<file path="src/rtl/mux_sel_arbiter.sv">
// Two-requester round-robin arbiter driving the select of a downstream 2:1 mux (sel=1 picks A).
// Optional switch counter and preemption pulse are enabled by defining MUX_SEL_ARB_SWCNT_EN.
module mux_sel_arbiter #(
    parameter int HOLD_MIN = 2,
    parameter int MAX_HOLD = 16,
    parameter int CNT_W    = 5
) (
    input  logic        clk,
    input  logic        rst,
    input  logic        req_a,
    input  logic        req_b,
    input  logic        done,
    output logic        grant_a,
    output logic        grant_b,
    output logic        sel,
    output logic        busy
`ifdef MUX_SEL_ARB_SWCNT_EN
    ,
    output logic [15:0] sw_cnt,
    output logic        preempt_pulse
`endif
);

    typedef enum logic [1:0] {
        IDLE  = 2'd0,
        GNT_A = 2'd1,
        GNT_B = 2'd2
    } state_e;

    localparam logic [CNT_W-1:0] HOLD_MIN_C = CNT_W'(HOLD_MIN);
    localparam logic [CNT_W-1:0] MAX_HOLD_C = CNT_W'(MAX_HOLD);
    localparam logic [CNT_W-1:0] TEN_SAT    = {CNT_W{1'b1}};

    state_e           state_q;
    logic [CNT_W-1:0] tenure_q;
    logic             done_pend_q;
    logic             ptr_q;          // 0: A wins the next tie, 1: B wins it
    logic             grant_a_q;
    logic             grant_b_q;
    logic             sel_q;
    logic             busy_q;

    logic in_grant, in_a, own_req, oth_req, held_min;
    logic release_w, preempt_w, early_w;
    logic go_a, go_b, go_idle;

    always_comb begin
        in_grant  = (state_q != IDLE);
        in_a      = (state_q == GNT_A);
        own_req   = in_a ? req_a : req_b;
        oth_req   = in_a ? req_b : req_a;
        held_min  = (tenure_q >= HOLD_MIN_C);
        release_w = in_grant & (done | ~own_req | done_pend_q) & held_min;
        preempt_w = in_grant & (MAX_HOLD != 0) & (tenure_q >= MAX_HOLD_C) & oth_req;
        early_w   = in_grant & (done | ~own_req) & ~held_min;
        go_a      = 1'b0;
        go_b      = 1'b0;
        go_idle   = 1'b0;
        if (!in_grant) begin
            go_a = req_a & (~req_b | ~ptr_q);
            go_b = req_b & ~go_a;
        end else begin
            // Handoff and forced preemption share one path, so both together cannot conflict.
            go_a    = (preempt_w | (release_w & oth_req)) & ~in_a;
            go_b    = (preempt_w | (release_w & oth_req)) & in_a;
            go_idle = release_w & ~oth_req;
        end
    end

`ifdef MUX_SEL_ARB_SWCNT_EN
    logic [15:0] sw_cnt_q;
    logic        preempt_pulse_q;
`endif

    always_ff @(posedge clk or posedge rst) begin
        if (rst) begin
            state_q     <= IDLE;
            tenure_q    <= '0;
            done_pend_q <= 1'b0;
            ptr_q       <= 1'b0;
            grant_a_q   <= 1'b0;
            grant_b_q   <= 1'b0;
            sel_q       <= 1'b0;
            busy_q      <= 1'b0;
`ifdef MUX_SEL_ARB_SWCNT_EN
            sw_cnt_q        <= '0;
            preempt_pulse_q <= 1'b0;
`endif
        end else begin
`ifdef MUX_SEL_ARB_SWCNT_EN
            preempt_pulse_q <= preempt_w;
`endif
            if (go_a) begin
                state_q     <= GNT_A;
                tenure_q    <= CNT_W'(1);
                done_pend_q <= 1'b0;
                ptr_q       <= 1'b1;
                grant_a_q   <= 1'b1;
                grant_b_q   <= 1'b0;
                sel_q       <= 1'b1;
                busy_q      <= 1'b1;
`ifdef MUX_SEL_ARB_SWCNT_EN
                if (!sel_q) sw_cnt_q <= sw_cnt_q + 16'd1;
`endif
            end else if (go_b) begin
                state_q     <= GNT_B;
                tenure_q    <= CNT_W'(1);
                done_pend_q <= 1'b0;
                ptr_q       <= 1'b0;
                grant_a_q   <= 1'b0;
                grant_b_q   <= 1'b1;
                sel_q       <= 1'b0;
                busy_q      <= 1'b1;
`ifdef MUX_SEL_ARB_SWCNT_EN
                if (sel_q) sw_cnt_q <= sw_cnt_q + 16'd1;
`endif
            end else if (go_idle) begin
                state_q     <= IDLE;
                tenure_q    <= '0;
                done_pend_q <= 1'b0;
                grant_a_q   <= 1'b0;
                grant_b_q   <= 1'b0;
                busy_q      <= 1'b0;
            end else if (in_grant) begin
                if (tenure_q != TEN_SAT) tenure_q <= tenure_q + CNT_W'(1);
                if (early_w) done_pend_q <= 1'b1;
            end
        end
    end

    assign grant_a = grant_a_q;
    assign grant_b = grant_b_q;
    assign sel     = sel_q;
    assign busy    = busy_q;
`ifdef MUX_SEL_ARB_SWCNT_EN
    assign sw_cnt        = sw_cnt_q;
    assign preempt_pulse = preempt_pulse_q;
`endif

endmodule
</file>
<file path="config.mk">
export PLATFORM = sky130hd
export DESIGN_NAME = mux_sel_arbiter
export DESIGN_NICKNAME = d
export VERILOG_FILES = /design/src/rtl/mux_sel_arbiter.sv
export SDC_FILE = /design/constraint.sdc
export NUM_CORES = 1
export LEC_CHECK = 0
export ABC_AREA = 1
export BUFFER_PORTS_ARGS = -buffer_cell sky130_fd_sc_hd__buf_2
export CAP_MARGIN = 20
export CORE_MARGIN = 3
export CORE_UTILIZATION = 55
export DETAILED_ROUTE_END_ITERATION = 7
export GPL_ROUTABILITY_DRIVEN = 1
export PLACE_DENSITY_LB_ADDON = 0.1
export SLEW_MARGIN = 20
export SYNTH_ARGS = -nofsm -noshare
export SYNTH_HDL_FRONTEND = slang
export SYNTH_SLANG_ARGS = --single-unit
</file>
<file path="constraint.sdc">
create_clock -name clk -period 3.6 [get_ports clk]
set_clock_uncertainty 0.15 [all_clocks]
set_input_delay 1.08 -clock clk [delete_from_list [all_inputs] [get_ports clk]]
set_output_delay 1.08 -clock clk [all_outputs]
set_load 0.02 [all_outputs]
</file>
; After elaboration in Yosys (flattened, before gate mapping)
; Index checks and enable logic that the tools add are counted.
; Widths: inputs -> output; s select.
[op_classes]
order_cmp = 2
n_reduce_logical = 8
add_sub_neg = 1
mux = 26
eq_ne = 2
bitwise = 23
[ops]
columns = cell, count
row1 = $mux 5, 5
row2 = $mux 1, 18
row3 = $and 1x1->1, 12
row4 = $reduce_bool 4->1, 3
row5 = $not 1->1, 7
row6 = $mux 2, 3
row7 = $add 5x1->5 const B, 1
row8 = $ge 5x2->1 const B, 1
row9 = $ge 5x5->1 const B, 1
row10 = $ne 5x5->1 const B, 1
row11 = $or 1x1->1, 4
row12 = $reduce_and 2->1, 2
row13 = $reduce_bool 2->1, 2
row14 = $reduce_bool 3->1, 1
row15 = $eq 2x1->1 const B, 1
[word_totals]
out_inout_bits = 4
wordCells = 69
regBits = 12
inputBits = 5

; Longest topological paths before layout
; Gate-level depths: netlist of run 1.
[depth]
ltp_word = 13
ltp_mapped = 14
ltp_nobuf = 14

; Worst setup path after synthesis of run 1
; Ideal clock, no wire load.
[synth_path]
kind = input -> register
start = input req_a
end = register tenure_q[2]
arrival_time_ps = 1941
n_path_buf = 0
stages = 10
slack_ps = 1444
t_required_ps = 3384
path_cell_list = nand3_1 > nand2_4 > nand3_4 > nand2_4 > nand2_2 > nand2_1 > nand3_2 > a21oi_4 > nand3_1 > nand2_1
[synth_between]
elab_chain_cells = 12
word_cells_on_any_way = 26
cone_classes = mux: 8 / bitwise: 15 / reduce/logical: 3
[synth_lines]
columns = item, line_no
row1 = start: declaration, 10  ; input logic req_a,
row2 = $mux 1, 50  ; own_req = in_a ? req_a : req_b;
row3 = $not 1->1, 53  ; release_w = in_grant & (done | ~own_req | done_pend_q) & held_min;
row4 = $or 1x1->1 (2 in series), 53
row5 = $and 1x1->1 (2 in series), 53
row6 = $and 1x1->1, "64, 65"
row7 = $or 1x1->1, "64, 65"
row8 = $and 1x1->1 (on tied branches), "64, 65"
row9 = $mux 1, 59  ; if (!in_grant) begin
row10 = $reduce_bool 4->1 (no line) / $mux 5 (equally long branches), --
row11 = $reduce_and 2->1 (no line) / $mux 5 (equally long branches), --
row12 = end signal: assignment, 125  ; if (tenure_q != TEN_SAT) tenure_q <= tenure_q + CNT_W'(1);
row13 = end: declaration, 35  ; logic [CNT_W-1:0] tenure_q;
; Parallel ways exist; a longest one is shown, timed or not.
; A chain may end at the register's enable or synchronous reset.

; Final worst setup path of run 1
[layout_path]
start = input req_b
end = register tenure_q[1]
[layout_between]
elab_chain_cells = 12
word_cells_on_any_way = 28
cone_classes = mux: 8 / bitwise: 17 / reduce/logical: 3
[layout_lines]
columns = item, line_no
row1 = start: declaration, 11  ; input logic req_b,
row2 = $mux 1, 50
row3 = $not 1->1, 53
row4 = $or 1x1->1 (2 in series), 53
row5 = $and 1x1->1 (2 in series), 53
row6 = $and 1x1->1, "64, 65"
row7 = $or 1x1->1, "64, 65"
row8 = $and 1x1->1 (on tied branches), "64, 65"
row9 = $mux 1, 59
row10 = $reduce_bool 4->1 (no line) / $mux 5 (equally long branches), --
row11 = $reduce_and 2->1 (no line) / $mux 5 (equally long branches), --
; Parallel ways exist; a longest one is shown, timed or not.

==> results of run 1 <==
per-stage QoR:
step	instances	setup slack (ns)	hold WS (ns)	util
after floorplan	97	1.44	0.314	-
after global placement	119	1.21	0.331	0.676
after CTS	123	1.44	0.348	0.706
after detailed placement	119	1.15	0.333	0.676
final	123	1.41	0.344	0.706
after global routing	123	1.33	0.361	0.706
layer usage:
metal,part of all wire,up-vias,track usage,routed length (um)
met3,0.048,5,0.0466,73
li1,-,331,-,-
met5,0,-,0,0
met2,0.49,15,0.296,736
met4,0.024,0,0.108,36
met1,0.44,305,0.239,667
worst min path at each step:
stage | slack, ns | to | cells after the start
after global routing | 0.36 | done_pend_q | 1
after global placement | 0.33 | done_pend_q | 1
final | 0.34 | done_pend_q | 1
after floorplan | 0.31 | done_pend_q | 1
after detailed placement | 0.33 | done_pend_q | 1
after CTS | 0.35 | done_pend_q | 1
state kept, by name, indices dropped and copies added, names as in the netlist:
signal and count:
state_q 2, busy 1, sel 1, done_pend_q 1
tenure_q 5
cell type report:
| class | instances | area [um^2] | area share |
|---|---|---|---|
| Multi-Input combinational cell | 66 | 425 | 0.501 |
| Timing Repair Buffer | 8 | 40.0 | 0.0472 |
| Clock buffer | 4 | 36.3 | 0.0428 |
| Sequential cell | 10 | 250 | 0.295 |
| Inverter | 21 | 78.8 | 0.0929 |
| Tap cell | 14 | 17.5 | 0.0206 |
Yosys cell counts (2+ instances only):
| cell type | instances |
|---|---|
| ha_1 | 3 |
| nand2_4 | 4 |
| nand2_2 | 6 |
| nand2_1 | 20 |
| inv_1 | 16 |
| o21ai_0 | 2 |
| nand4_1 | 4 |
| dfrtp_1 | 10 |
| inv_2 | 4 |
| nor2_1 | 4 |
| xor2_1 | 2 |
| nand3_2 | 2 |
| nand3_1 | 10 |
logic make-up after synthesis:
logic type	Yosys count	share of synthesized area
fa+ha+maj	3	0.0498
flops	10	0.332
simple gates	53	0.401
buf+inv	21	0.104
compound gates	8	0.0896
xor+xnor	2	0.0232
power by group through the flow:
stage                     registers (W)  logic, W  clock network [W]
after detailed placement       0.000189  0.000466                  0
after global placement         0.000187  0.000458                  0
after CTS                      0.000187  0.000471           0.000104
after global routing           0.000192  0.000526           0.000111
final                          0.000187  0.000470           0.000102
after floorplan                0.000206  0.000355                  0
worst max-delay path, cell delays in order:
cell      delay [ns]
buf_2           0.11
inv_1           0.09
o21ai_1         0.23
nand3b_2        0.23
nand3_2         0.13
a21oi_4         0.19
nand3_1         0.12
nand2_1         0.07
==> results.sh, run 1 <==
export IMPL_status="completed"
export IMPL_reg2reg_depth=13
export IMPL_area_growth_syn_to_layout_pct=12.4
export IMPL_clkSinkCount=10
export IMPL_netlist_area_leader_share=0.332
export IMPL_rr_endpoint="tenure_q[1]"
export IMPL_fill_cells=108
export IMPL_port_buffers=8
export IMPL_p_per_area_nw_per_um2=894
export IMPL_cts_clk_slew_worst_paths_ns=0.07
export IMPL_vdd_drop_max_uv=548
export IMPL_design_area_um2=848
export IMPL_cts_root_buf="clkbuf_4"
export IMPL_cts_buffers=3
export IMPL_crit_required_ns=3.66
export IMPL_overflow=0
export IMPL_syn_inst=97
export IMPL_drt_iter0_markers=16
export IMPL_critPathArrivalTime_ns=2.25
export IMPL_nNetsFinal=118
export IMPL_switching_share=0.508
export IMPL_hp_start="done_pend_q"
export IMPL_cts_buffer_depth=2
export IMPL_clock_latency_ns=0.27
export IMPL_p_seq_frac=0.246
export IMPL_core_um2=1200
export IMPL_drc=0
export IMPL_diodes=0
export IMPL_async_flop_share=1.00
export IMPL_grt_max_degree=11
export IMPL_worst_pin_slew_ns=0.379
export IMPL_layout_common_cells="20 x nand2_1, 16 x inv_1, 10 x nand3_1, 10 x dfrtp_1, 8 x buf_2"
export IMPL_pwr_share_comb=0.619
export IMPL_synth_cell_types=23
export IMPL_p_total_w=0.000758
export IMPL_grt_usage=0.191
export IMPL_end_kind="flip-flop"
export IMPL_die_area_um2=1850
export IMPL_slew_headroom=0.747
export IMPL_layout_drive_gt1_share=0.312
export IMPL_synth_ff_type="dfrtp_1"
export IMPL_routedWlPerCell_um=12.3
export IMPL_r2r_slack_ns=1.68
export IMPL_mostFrequentLayoutCell="nand2_1"
export IMPL_grt_antenna_before_repair=0
export IMPL_post_synth_top_area_cell="dfrtp_1"
export IMPL_crit_end="tenure_q[1]"
export IMPL_die_height_um=43.0
export IMPL_ctsHoldBuffers=0
export IMPL_vias=656
export IMPL_cp_max_fo=6
export IMPL_ios=9
export IMPL_finalHoldViolCount=0
export IMPL_grt_pass1_vias=598
export IMPL_wirelength_um=1510
export IMPL_grt_pass1_wl_um=2580
export IMPL_cts_tree="done"
export IMPL_syn_nets=105
export IMPL_row_count=12
export IMPL_critPathKind="in2reg"
export IMPL_grt_setup_unrepaired="false"
export IMPL_max_cap_viol_count=0
export IMPL_initial_core_util=0.628
export IMPL_fmax_ghz=0.457
export IMPL_min_path_type="reg2reg"
export IMPL_avgViaCountPerCell=5.33
export IMPL_ys_warn_count=0
export IMPL_maxSlewViolCount=0
export IMPL_syn_avg_cell_area_um2=7.78
export IMPL_yosysSeqAreaShare=0.332
export IMPL_place_gp_congestion=0.843
export IMPL_synth_edf_count=0
export IMPL_cts_max_level=1
export IMPL_startpoint="req_b"
export IMPL_clkPwrFrac=0.135
export IMPL_cts_resized=0
export IMPL_leakagePower_nw=0.490
export IMPL_drtAntennaViolNets=0
export IMPL_synth_seq_cells=10
export IMPL_start_kind="input pin"
export IMPL_internal_power_w=0.000373
export IMPL_finalSetupTns_ns=0
export IMPL_finalSetupViolCount=0
export IMPL_r2r_start="tenure_q[0]"
export IMPL_synth_area_um2=754
export IMPL_finalCritPeriodShare=0.608
export IMPL_die_w_um=43.0
export IMPL_switchingPower_w=0.000386
export IMPL_finalCriticalPeriod_ns=2.19
export IMPL_dp_hpwl_um=1190
export IMPL_synth_area_leaders="dfrtp_1 33%, nand2_1 10%, inv_1 8.0%, nand3_1 6.6%, nand2_4 6.0%"
export IMPL_place_area_um2=812
export IMPL_drtPass1Iterations=4
export IMPL_postCtsSetupRepairBufs=0
Note: power is estimated with default switching activity, not from simulation.
==> run 2, diff against run 1 <==
--- a/config.mk
+++ b/config.mk
@@ -9,7 +9,7 @@
 export BUFFER_PORTS_ARGS = -buffer_cell sky130_fd_sc_hd__buf_2
 export CAP_MARGIN = 20
 export CORE_MARGIN = 3
-export CORE_UTILIZATION = 55
+export CORE_UTILIZATION = 50
 export DETAILED_ROUTE_END_ITERATION = 7
 export GPL_ROUTABILITY_DRIVEN = 1
 export PLACE_DENSITY_LB_ADDON = 0.1
==> constraint.sdc (replaced) <==
create_clock -name clk -period 1.8 [get_ports clk]
set_clock_uncertainty 0.15 [all_clocks]
set_input_delay 0.54 -clock clk [delete_from_list [all_inputs] [get_ports clk]]
set_output_delay 0.54 -clock clk [all_outputs]
set_load 0.02 [all_outputs]
==> results.sh, run 2 (synthesized netlist as in run 1, its figures left out) <==
export IMPL_area_growth_syn_to_layout_pct=32.3
export IMPL_finalCriticalPeriod_ns=1.79
export IMPL_maxSlewViolCount=0
export IMPL_reg_top3="tenure_q: 5 flops, state_q: 2 flops"
export IMPL_cts_buffer_depth=2
export IMPL_slew_headroom=0.728
export IMPL_ios=9
export IMPL_die_height_um=44.8
export IMPL_grt_pass1_vias=741
export IMPL_crit_required_ns=1.80
export IMPL_drtPass1Iterations=4
export IMPL_grt_max_degree=11
export IMPL_switching_share=0.513
export IMPL_vdd_drop_max_uv=927
export IMPL_p_total_w=0.00178
export IMPL_worst_pin_slew_ns=0.408
export IMPL_critPathArrivalTime_ns=1.80
export IMPL_nNetsFinal=130
export IMPL_avgViaCountPerCell=5.33
export IMPL_ctsHoldBuffers=0
export IMPL_dp_hpwl_um=1380
export IMPL_drc=0
export IMPL_pwr_share_comb=0.706
export IMPL_clock_latency_ns=0.26
export IMPL_die_area_um2=2010
export IMPL_wl_met2_um=948
export IMPL_highest_layer="met3"
export IMPL_critPathKind="reg2reg"
export IMPL_diodes=0
export IMPL_cp_max_fo=3
export IMPL_grt_setup_unrepaired="true"
export IMPL_hold_slack_ns=0.0992
export IMPL_p_per_area_nw_per_um2=1780
export IMPL_start_kind="flip-flop"
export IMPL_switchingPower_w=0.000913
export IMPL_mostFrequentLayoutCell="nand2_1"
export IMPL_cts_buffers=3
export IMPL_wirelength_met1_um=758
export IMPL_leakagePower_nw=0.564
export IMPL_place_gp_congestion=0.871
export IMPL_internal_power_w=0.000867
export IMPL_finalSetupViolCount=0
export IMPL_finalCritPeriodShare=0.997
export IMPL_largest_reg_flops=5
export IMPL_die_w_um=44.8
export IMPL_overflow=0
export IMPL_status="completed"
export IMPL_grt_usage=0.227
export IMPL_min_path_type="in2async"
export IMPL_drtAntennaViolNets=0
export IMPL_cts_clk_slew_worst_paths_ns=0.06
export IMPL_layout_drive_gt1_share=0.467
export IMPL_cts_root_buf="clkbuf_4"
export IMPL_fmax_ghz=0.557
export IMPL_clkSinkCount=10
export IMPL_core_um2=1350
export IMPL_max_cap_viol_count=0
export IMPL_row_count=13
export IMPL_p_seq_frac=0.209
export IMPL_cts_tree="done"
export IMPL_r2r_slack_ns=0.005
export IMPL_clkPwrFrac=0.085
export IMPL_vias=720
export IMPL_wl_met3_um=126
export IMPL_largest_register="tenure_q"
export IMPL_layout_common_cells="17 x nand2_1, 12 x inv_1, 10 x dfrtp_1, 10 x buf_4"
export IMPL_grt_pass1_wl_um=3300
export IMPL_routedWlPerCell_um=13.6
export IMPL_initial_core_util=0.559
export IMPL_wirelength_um=1830
export IMPL_finalHoldViolCount=0
export IMPL_cts_max_level=1
export IMPL_port_buffers=8
export IMPL_end_kind="flip-flop"
export IMPL_grt_antenna_before_repair=0
export IMPL_drt_iter0_markers=17
## run 2: layout make-up
cell class	count	area (um^2)
clock buffers	3	22.5
fillers	108	352
inverters	21	81.3
multi-input cells	67	499
flip-flops and latches	10	250
well taps	15	18.8
repair buffers	19	126
## run 2: critical path: stages (launching register included)
cell and delay (ns):
dfrtp_1 0.42, ha_4 0.18, nor2_4 0.08, nand3_2 0.09, nand2_2 0.08, inv_2 0.05
nand2_4 0.08, nand2_4 0.07, nand2_4 0.07, nand2_1 0.10, nor2_1 0.11, nand2_1 0.07
nand3_1 0.09, nand2_1 0.07
## run 2: per-stage QoR
| step | util | setup WS, ns | cell area, um^2 | std cells | TNS [ns] |
|---|---|---|---|---|---|
| finish | 0.740 | 0.00519 | 998 | 135 | 0 |
| global route | 0.740 | -0.109 | 998 | 135 | -0.550 |
| CTS | 0.713 | 0.000849 | 962 | 135 | 0 |
| detailed placement | 0.652 | -0.0706 | 881 | 129 | -0.325 |
| global placement | 0.652 | 0.00575 | 881 | 129 | 0 |
| floorplan | - | 0.117 | 754 | 97 | 0 |
## run 2: routing by layer
metal,up-vias,global-route usage
li1,360,-
met1,333,0.292
met2,27,0.381
met3,0,0.0359
met4,0,0.0877
met5,-,0
## run 2: path summary, 6_finish.rpt
check | startpoint | end | depth (start not counted)
worst max-delay path | tenure_q[1] | tenure_q[0] | 13
worst min-delay path | rst | state_q[1] | 2
worst max register to register | tenure_q[1] | tenure_q[0] | 13
worst min register to register | done_pend_q | done_pend_q | 1
max in group asynchronous | rst | tenure_q[4] | 2
min in group clk | done_pend_q | done_pend_q | 1
## run 2: power groups by stage
stage                     Combinational (W)  Sequential (W)  Clock [W]
after floorplan                    0.000710        0.000411          0
after global placement              0.00101        0.000359          0
after global routing                0.00139        0.000383   0.000160
after detailed placement            0.00104        0.000367          0
after CTS                           0.00119        0.000366   0.000156
final                               0.00126        0.000372   0.000151
## run 2: what timing repair did
item	in CTS	in global routing
setup buffers	2	0
pin swaps	7	5
endpoints found under the setup margin	6	9
resized for setup	12	9
gates cloned	1	0
